File: src/rtl/sauria_obi2axi_bridge.sv
// OBI data port to single-beat AXI4 manager with up to MAX_OUTST transactions in flight.
// A small type-order FIFO steers R/B back-pressure so OBI responses return in request order.
module sauria_obi2axi_bridge #(
  parameter int unsigned ADDR_WIDTH = 32,
  parameter int unsigned DATA_WIDTH = 32,
  parameter int unsigned ID_WIDTH   = 3,
  parameter int unsigned AXI_ID     = 0,
  parameter int unsigned USER_WIDTH = 1,
  parameter int unsigned MAX_OUTST  = 4
) (
  input  logic                    clk_i,
  input  logic                    rst_ni,
  input  logic                    req_i,
  output logic                    gnt_o,
  input  logic [ADDR_WIDTH-1:0]   addr_i,
  input  logic                    we_i,
  input  logic [DATA_WIDTH/8-1:0] be_i,
  input  logic [DATA_WIDTH-1:0]   wdata_i,
  output logic                    rvalid_o,
  output logic [DATA_WIDTH-1:0]   rdata_o,
  output logic                    err_o,
  output logic                    idle_o,
  output logic                    aw_valid_o,
  input  logic                    aw_ready_i,
  output logic [ADDR_WIDTH-1:0]   aw_addr_o,
  output logic [ID_WIDTH-1:0]     aw_id_o,
  output logic [7:0]              aw_len_o,
  output logic [2:0]              aw_size_o,
  output logic [1:0]              aw_burst_o,
  output logic                    aw_lock_o,
  output logic [3:0]              aw_cache_o,
  output logic [2:0]              aw_prot_o,
  output logic [3:0]              aw_qos_o,
  output logic [3:0]              aw_region_o,
  output logic [USER_WIDTH-1:0]   aw_user_o,
  output logic                    w_valid_o,
  input  logic                    w_ready_i,
  output logic [DATA_WIDTH-1:0]   w_data_o,
  output logic [DATA_WIDTH/8-1:0] w_strb_o,
  output logic                    w_last_o,
  input  logic                    b_valid_i,
  output logic                    b_ready_o,
  input  logic [1:0]              b_resp_i,
  input  logic [ID_WIDTH-1:0]     b_id_i,
  output logic                    ar_valid_o,
  input  logic                    ar_ready_i,
  output logic [ADDR_WIDTH-1:0]   ar_addr_o,
  output logic [ID_WIDTH-1:0]     ar_id_o,
  output logic [7:0]              ar_len_o,
  output logic [2:0]              ar_size_o,
  output logic [1:0]              ar_burst_o,
  output logic                    ar_lock_o,
  output logic [3:0]              ar_cache_o,
  output logic [2:0]              ar_prot_o,
  output logic [3:0]              ar_qos_o,
  output logic [3:0]              ar_region_o,
  output logic [USER_WIDTH-1:0]   ar_user_o,
  input  logic                    r_valid_i,
  output logic                    r_ready_o,
  input  logic [DATA_WIDTH-1:0]   r_data_i,
  input  logic [1:0]              r_resp_i,
  input  logic                    r_last_i,
  input  logic [ID_WIDTH-1:0]     r_id_i
);

  localparam int unsigned PTR_W = (MAX_OUTST > 1) ? $clog2(MAX_OUTST) : 1;
  localparam int unsigned CNT_W = $clog2(MAX_OUTST + 1);
  localparam logic [2:0]  SIZE  = 3'($clog2(DATA_WIDTH / 8));

  function automatic logic [PTR_W-1:0] ptr_next(input logic [PTR_W-1:0] ptr);
    if (ptr == PTR_W'(MAX_OUTST - 1)) begin
      return {PTR_W{1'b0}};
    end else begin
      return ptr + PTR_W'(1);
    end
  endfunction

  logic                  aw_done_r, w_done_r;
  logic [MAX_OUTST-1:0]  order_r;
  logic [PTR_W-1:0]      wr_ptr_r, rd_ptr_r;
  logic [CNT_W-1:0]      cnt_r;
  logic                  rvalid_r, err_r;
  logic [DATA_WIDTH-1:0] rdata_r;

  logic full_s, empty_s, head_we_s;
  logic aw_hs_s, w_hs_s, r_hs_s, b_hs_s, pop_s, wr_gnt_s, rd_gnt_s, gnt_s;
  logic unused_s;

  assign unused_s  = ^{b_id_i, r_id_i, r_last_i};

  // full uses the registered count only, so a pop never frees a slot in the same cycle
  assign full_s    = (cnt_r == CNT_W'(MAX_OUTST));
  assign empty_s   = (cnt_r == {CNT_W{1'b0}});
  assign head_we_s = order_r[rd_ptr_r];

  assign ar_valid_o = req_i & ~we_i & ~full_s;
  assign aw_valid_o = req_i &  we_i & ~full_s & ~aw_done_r;
  assign w_valid_o  = req_i &  we_i & ~full_s & ~w_done_r;

  assign aw_hs_s  = aw_valid_o & aw_ready_i;
  assign w_hs_s   = w_valid_o & w_ready_i;
  assign wr_gnt_s = req_i & we_i & ~full_s & (aw_done_r | aw_hs_s) & (w_done_r | w_hs_s);
  assign rd_gnt_s = ar_valid_o & ar_ready_i;
  assign gnt_s    = wr_gnt_s | rd_gnt_s;
  assign gnt_o    = gnt_s;

  assign r_ready_o = ~empty_s & ~head_we_s;
  assign b_ready_o = ~empty_s &  head_we_s;
  assign r_hs_s    = r_valid_i & r_ready_o;
  assign b_hs_s    = b_valid_i & b_ready_o;
  assign pop_s     = r_hs_s | b_hs_s;

  assign idle_o = empty_s & ~aw_done_r & ~w_done_r;

  assign aw_addr_o   = addr_i;
  assign ar_addr_o   = addr_i;
  assign aw_id_o     = ID_WIDTH'(AXI_ID);
  assign ar_id_o     = ID_WIDTH'(AXI_ID);
  assign aw_len_o    = 8'd0;
  assign ar_len_o    = 8'd0;
  assign aw_size_o   = SIZE;
  assign ar_size_o   = SIZE;
  assign aw_burst_o  = 2'b01;
  assign ar_burst_o  = 2'b01;
  assign aw_lock_o   = 1'b0;
  assign ar_lock_o   = 1'b0;
  assign aw_cache_o  = 4'b0010;
  assign ar_cache_o  = 4'b0010;
  assign aw_prot_o   = 3'b000;
  assign ar_prot_o   = 3'b000;
  assign aw_qos_o    = 4'b0000;
  assign ar_qos_o    = 4'b0000;
  assign aw_region_o = 4'b0000;
  assign ar_region_o = 4'b0000;
  assign aw_user_o   = {USER_WIDTH{1'b0}};
  assign ar_user_o   = {USER_WIDTH{1'b0}};
  assign w_data_o    = wdata_i;
  assign w_strb_o    = be_i;
  assign w_last_o    = 1'b1;

  assign rvalid_o = rvalid_r;
  assign rdata_o  = rdata_r;
  assign err_o    = err_r;

  // Sticky AW/W completion flags; the grant closes the write and clears both
  always_ff @(posedge clk_i) begin
    if (!rst_ni) begin
      aw_done_r <= 1'b0;
      w_done_r  <= 1'b0;
    end else if (gnt_s) begin
      aw_done_r <= 1'b0;
      w_done_r  <= 1'b0;
    end else begin
      aw_done_r <= aw_done_r | aw_hs_s;
      w_done_r  <= w_done_r | w_hs_s;
    end
  end

  // Order FIFO of transaction types plus the outstanding count
  always_ff @(posedge clk_i) begin
    if (!rst_ni) begin
      order_r  <= {MAX_OUTST{1'b0}};
      wr_ptr_r <= {PTR_W{1'b0}};
      rd_ptr_r <= {PTR_W{1'b0}};
      cnt_r    <= {CNT_W{1'b0}};
    end else begin
      if (gnt_s) begin
        order_r[wr_ptr_r] <= we_i;
        wr_ptr_r          <= ptr_next(wr_ptr_r);
      end
      if (pop_s) begin
        rd_ptr_r <= ptr_next(rd_ptr_r);
      end
      case ({gnt_s, pop_s})
        2'b10:   cnt_r <= cnt_r + CNT_W'(1);
        2'b01:   cnt_r <= cnt_r - CNT_W'(1);
        default: cnt_r <= cnt_r;
      endcase
    end
  end

  // Registered OBI response; data and error hold between responses
  always_ff @(posedge clk_i) begin
    if (!rst_ni) begin
      rvalid_r <= 1'b0;
      rdata_r  <= {DATA_WIDTH{1'b0}};
      err_r    <= 1'b0;
    end else begin
      rvalid_r <= pop_s;
      if (r_hs_s) begin
        rdata_r <= r_data_i;
        err_r   <= (r_resp_i != 2'b00);
      end else if (b_hs_s) begin
        rdata_r <= {DATA_WIDTH{1'b0}};
        err_r   <= (b_resp_i != 2'b00);
      end else begin
        rdata_r <= rdata_r;
        err_r   <= err_r;
      end
    end
  end

endmodule

File: config.mk
export PLATFORM = sky130hd
export DESIGN_NAME = sauria_obi2axi_bridge
export DESIGN_NICKNAME = d
export VERILOG_FILES = /design/src/rtl/sauria_obi2axi_bridge.sv
export SDC_FILE = /design/constraint.sdc
export NUM_CORES = 1
export LEC_CHECK = 0
export ABC_AREA = 0
export BUFFER_PORTS_ARGS = -buffer_cell sky130_fd_sc_hd__buf_4
export CORE_AREA = 2 2 127 129
export CTS_CLUSTER_DIAMETER = 150
export DETAILED_ROUTE_END_ITERATION = 6
export DIE_AREA = 0 0 129 131
export PLACE_DENSITY_LB_ADDON = 0.25
export RECOVER_POWER = 50
export SKIP_CTS_REPAIR_TIMING = 1
export SYNTH_ARGS = -nofsm -noshare
export SYNTH_HDL_FRONTEND = slang
export SYNTH_SLANG_ARGS = --single-unit
export TNS_END_PERCENT = 20
File: constraint.sdc
create_clock -name clk_i -period 3 [get_ports clk_i]
set_clock_uncertainty 0.2 [all_clocks]
set_input_delay 0.6 -clock clk_i [delete_from_list [all_inputs] [get_ports clk_i]]
set_output_delay 0.6 -clock clk_i [all_outputs]
set_load 0.05 [all_outputs]
Yosys cells after proc, flatten, opt, wreduce, memory -nomap -nowiden
Cells that the tools add are included.

$add $sub $neg: 4. Order comparisons: 3. Equal/unequal tests: 5. Multiplexer cells: 12. Bitwise logic cells: 28. Reductions and logical operators: 7.

Operators by type and width (number): 32-bit two-way mux (2); 1-bit bitwise AND (17); 2-bit nonzero test (4); 1-bit inverter (7); 2-bit equality test, second input constant (3); 2-bit by 3-bit less-than comparator with 1-bit output, second input constant (2); 3-bit one-hot mux with 2 select lines (1); 2-bit by 1-bit adder with 2-bit output, second input constant (2); 4-bit bitwise mux (1); 1-bit two-way mux (4); 2-bit two-way mux (2); 1-bit bitwise OR (4); 3-bit by 1-bit adder with 3-bit output, second input constant (1); 3-bit equality test, second input constant (1); 3-bit zero test (1); 3-bit by 1-bit subtractor with 3-bit output, second input constant (1); 1-bit binary-select mux with 2-bit select (1); 1-bit demux with 2-bit select (1); 2-bit by 1-bit equality test with 1-bit output, second input constant (1); 2-bit by 1-bit >= comparator with 1-bit output, second input constant (1); 2-bit OR reduction (1); 1-bit logical AND (1).

Flip-flop bits (word level): 47. Input bits: 120. Word-level logic and storage cells: 68.

Longest topological paths before layout
Depth after elaboration: 11. Gate-level depth with buffers: 11.

Worst setup path after synthesis
No wires, ideal clock.

Kind: reg2reg. Start point: register cnt_r[2]. End point: register cnt_r[2]. Arrival: 2.733 ns. Data required time: 2.729 ns. Slack: -0.004 ns. Stages on the path, launching flop included: 12. Buffers on the path: 1. Period minus slack after synthesis: 3.004 ns. Cell sequence: dfxtp_1 or3b_1 clkbuf_1 nand4_1 nand2_1 inv_1 ha_1 inv_1 fa_1 xor2_1 or3_1 a21oi_1.

Longest elaborated chain between the ends: 11. Elaborated cells on any way between the ends: 27. Those cells by class: 2 x add/sub; 3 x eq/ne; 1 x mux; 19 x bitwise; 2 x reduce/logical.

RTL lines: start: declaration (line 81) `logic [CNT_W-1:0] cnt_r;`; start signal: assignment (line 165) `cnt_r <= {CNT_W{1'b0}};`; start signal: assignment (line 175) `2'b10: cnt_r <= cnt_r + CNT_W'(1);`; start signal: assignment (line 176) `2'b01: cnt_r <= cnt_r - CNT_W'(1);`; 3-bit equality test * (line 92) `assign full_s = (cnt_r == CNT_W'(MAX_OUTST));`; 1-bit inverter *; 1-bit bitwise AND (line 97, 98, 102); 1-bit bitwise AND (line 97) `assign aw_valid_o = req_i & we_i & ~full_s & ~aw_done_r;`; 1-bit bitwise AND (line 100) `assign aw_hs_s = aw_valid_o & aw_ready_i;`; 1-bit bitwise OR (line 102) `assign wr_gnt_s = req_i & we_i & ~full_s & (aw_done_r | aw_hs_s) & (w_done_r | w_hs_s);`; 1-bit bitwise AND (2 in series) (line 102); 1-bit bitwise OR * (line 104) `assign gnt_s = wr_gnt_s | rd_gnt_s;`; named net gnt_o (line 14) `output logic gnt_o,`; 2-bit by 1-bit equality test with 1-bit output / 2-bit equality test (equally long branches) (line 174) `case ({gnt_s, pop_s})`; 3-bit one-hot mux with 2 select lines / 2-bit nonzero test (equally long branches).

Mark *: on every way through the listed nets, which the timed path passes. The rest lies on a longest branch. A chain may end at the register's enable or synchronous reset.

Worst setup path after layout
Start point: register rd_ptr_r[0]. End point: register cnt_r[2].

Longest elaborated chain between the ends: 8. Elaborated cells on any way between the ends: 12. Those cells by class: 2 x eq/ne; 3 x mux; 6 x bitwise; 1 x reduce/logical.

RTL lines: start: declaration (line 80) `logic [PTR_W-1:0] wr_ptr_r, rd_ptr_r;`; start signal: assignment (line 164) `rd_ptr_r <= {PTR_W{1'b0}};`; start signal: assignment (line 172) `rd_ptr_r <= ptr_next(rd_ptr_r);`; 1-bit binary-select mux with 2-bit select * (line 94) `assign head_we_s = order_r[rd_ptr_r];`; 1-bit two-way mux (not written as such) * (line 94); 1-bit inverter (line 107) `assign r_ready_o = ~empty_s & ~head_we_s;`; 1-bit bitwise AND (line 107); 1-bit bitwise AND (line 109) `assign r_hs_s = r_valid_i & r_ready_o;`; 1-bit bitwise OR * (line 111) `assign pop_s = r_hs_s | b_hs_s;`; named net pop_s (line 86) `logic aw_hs_s, w_hs_s, r_hs_s, b_hs_s, pop_s, wr_gnt_s, rd_gnt_s, gnt_s;`; 2-bit by 1-bit equality test with 1-bit output / 2-bit equality test (equally long branches) (line 174); 3-bit one-hot mux with 2 select lines / 2-bit nonzero test (equally long branches); end signal: assignment (line 175); end signal: assignment (line 176); end signal: assignment (line 177) `default: cnt_r <= cnt_r;`.

Mark *: on every way through the listed nets, which the timed path passes. The rest lies on a longest branch. The select of a mux whose other input is x is not followed.

==> results by group <==
Run status
  • Outcome: complete, no violations

Timing
  • Minimum clock period: 2.809 ns
  • Final setup violation count: 0
  • Tcrit/Tclk final: 93.65%
  • Worst slew pin tran: 0.5721 ns
  • Final-report max-slew violation count: 0
  • Worst slew margin: 61.78%
  • TNS Setup: 0 ns
  • RSZ-0062 raised after global routing: no
  • Final hold vios: 0
  • Max Clk Rate: 0.3559 GHz

Logic synthesis
  • FFs w/ async S/R, synth: 0%
  • Yosys cell types: 36
  • Most used flip-flop cell after synthesis: dfxtp_1
  • Largest family of logic cells by synthesized area: buffers and inverters
  • Avg Inst Size Synth: 8.951 um2
  • Mux cell area share after synthesis: 2.298%
  • Synth warn: 0
  • Adder-cell area share of the yosys netlist: 2.864%
  • Synth Instances: 371
  • Post-synth EDFFs: 0
  • Post-synthesis sequential area ratio: around 28%
  • Mapped cell area: 3321 um2
  • Seq cells post-synth: 47
  • Post-synthesis simple-gate area fraction: approximately a tenth
  • Post-Synth XOR/XNOR Area: less than 1%
  • Compound-Gate Fraction of Synth Area: 14.13%

Clock tree
  • Num Clock Sinks: 47
  • CTS max path bufs: 2
  • Worst-skew pair later-pin latency: 0.29 ns
  • Root Driver: clkbuf_16
  • CTS H-Tree Depth: 2
  • CTS tree: done
  • Total CTS buffers: 5
  • CTS clk-pin slew, worst paths: around 0.070 ns

Die
  • # rows: 46
  • Initial cell density of the core: a little over a fifth
  • I/O pins: 328
  • Die Area: around 17000 um2
  • Die Height: 131 um
  • Die X-Extent: around 130 um
  • Core area: 15600 um2

Cells and area
  • Nets: 481
  • Area grow syn2layout: 1.432%
  • Layout cells sized above 1: 40.56%
  • Final design instance area without fill: 3368 um2
  • ANT cells: 0
  • Fillers: approximately 1700

Global route
  • Total gr overflow: 0
  • GRT Util Overall: 7.957%
  • First-pass GRT wire length: 10.32 mm
  • Vias in the first global route: 1914
  • Initial antenna violation count: 0
  • Largest net degree at the start of global routing: 39

Worst setup path
  • Setup crit end kind: flop
  • Critical path class: reg -> reg
  • Worst Path Max Fanout: 4
  • Most used cell, CP: inv_1
  • Worst EP arrival: 2.83 ns
  • Startpoint Class: flop
  • Req. time, crit path: 3.02 ns
  • Crit-path cells: mux4_2, mux2i_4, inv_1, ha_1, inv_1, fa_1, xor2_1, or3_1, a21oi_1
  • Critical Path Max Stage Delay: 0.62 ns
  • Slowest library cell on the worst path: mux4_2

Power
  • Max rail drop VDD: around 0.45 mV
  • Pwr/cell area: 861.1 nW/um2
  • Leak Pwr: 1.432 nW

Routing
  • # DRC: 0
  • DR vias/cell: about 3.5
  • Antenna Violating Nets Remaining: 0
  • Drt wl/cell: 12.63 um
  • DRT Pass-1 Iters: 4
  • Total number of vias: slightly above 2000
  • Starting DRC count in detailed routing: 44
  • Drt total wl: ~7.2 mm

Placed design
  • GPL Wtd Cong: 0.6726
  • # port buffers: 85
  • Dpl hpwl: 5.433 mm
  • Cell Area, Placed: about 3200 um2

Min path
  • HP Class: reg -> reg

Job
  • Total of max-cap violations: 0
==> through the flow <==
step / total power [mW] / instances / utilization (%) / hold slack [ns] / setup WS, ns
global route: 3.071 / 571 / 21.59 / 0.3038 / 0.01035
floorplan: 2.395 / 436 / - / 0.2315 / 0.1413
finish: 2.900 / 571 / 21.59 / 0.2631 / 0.1905
global placement: 2.334 / 563 / 20.60 / 0.2527 / 0.2161
CTS: 2.949 / 571 / 21.59 / 0.2692 / 0.1814
detailed placement: 2.343 / 563 / 20.60 / 0.2594 / 0.2152
==> flip-flops by register name, summed over array words and instances (netlist names) <==
register,count
aw_done_r,1
cnt_r,3
err_o,1
order_r,4
rd_ptr_r,2
rdata_o,32
rvalid_o,1
w_done_r,1
wr_ptr_r,2
==> worst paths after layout <==
check / startpoint / to / slack (ns) / depth (start not counted)
max reg2reg: rd_ptr_r[0] / cnt_r[2] / 0.19 / 9
max: rd_ptr_r[0] / cnt_r[2] / 0.19 / 9
min reg2reg: order_r[0] / order_r[0] / 0.26 / 2
min: order_r[0] / order_r[0] / 0.26 / 2
==> metal layers <==
| metal | routed length [um] | global-route usage [%] | vias up |
|---|---|---|---|
| met4 | 339 | 5.371 | 0 |
| met5 | 0 | 0 | - |
| met3 | 745 | 3.461 | 40 |
| met1 | 2662 | 8.861 | 917 |
| met2 | 3467 | 12.36 | 125 |
| li1 | - | - | 945 |
==> cell type report <==
cell class	count	area (um2)	share of cell area, %
Sequential cell	47	940.9	27.93
Clock inverter	2	16.27	0.4829
Tap cell	216	270.3	8.024
Clock buffer	6	138.9	4.123
Multi-Input combinational cell	201	1276	37.89
Inverter	8	30.03	0.8915
Timing Repair Buffer	91	695.7	20.65
==> power by group <==
group | switching [mW] | internal, mW
Clock | 0.256 | 0.334
Sequential | 0.0901 | 0.746
Combinational | 1.02 | 0.452
==> cells in the mapped netlist, drive strengths merged, types with 2 or more instances <==
library cell	n	share of area [%]
nor2	40	6.0
mux2i	5	1.6
inv	7	0.79
a22oi	32	10
nand3	4	0.60
o31a	2	0.53
ha	6	2.3
nand2	10	1.1
conb	2	0.23
nor3	4	0.60
buf	175	40
clkbuf	5	0.57
xor2	2	0.53
or3	2	0.38
a21oi	8	1.2
dfxtp	47	28
nor2b	2	0.38
a21boi	4	0.90
nor3b	2	0.45
==> cell usage in the layout, fill, tap and decap left out, types with 5 or more instances in the layout <==
cell        n
clkbuf_16   5
nand2_1     9
a21oi_1     8
inv_1       7
ha_1        6
nor2_2     20
a22oi_2    20
buf_4      90
conb_1     67
nor2_1     20
dfxtp_1    47
a22oi_1    12
==> worst max-delay path: cells and delay by family, from the launching register on <==
family                     cells  cell delay (ns)
buffers and inverters          2             0.14
xor gates and xnor gates       1             0.16
AOI/OAI and AO/OA              1             0.15
muxes                          2             0.85
DFF                            1             0.40
adders and majority gates      2             0.54
and+or+nand+nor                1             0.30
==> kinds of logic after synthesis <==
logic type                 Yosys count
buffers and inverters              188
other                                2
AOI/OAI and AO/OA                   51
adders and majority gates            7
xor gates and xnor gates             2
and+or+nand+nor                     68
DFF                                 47
muxes                                6
No activity file was read; power rests on OpenSTA's default activity.
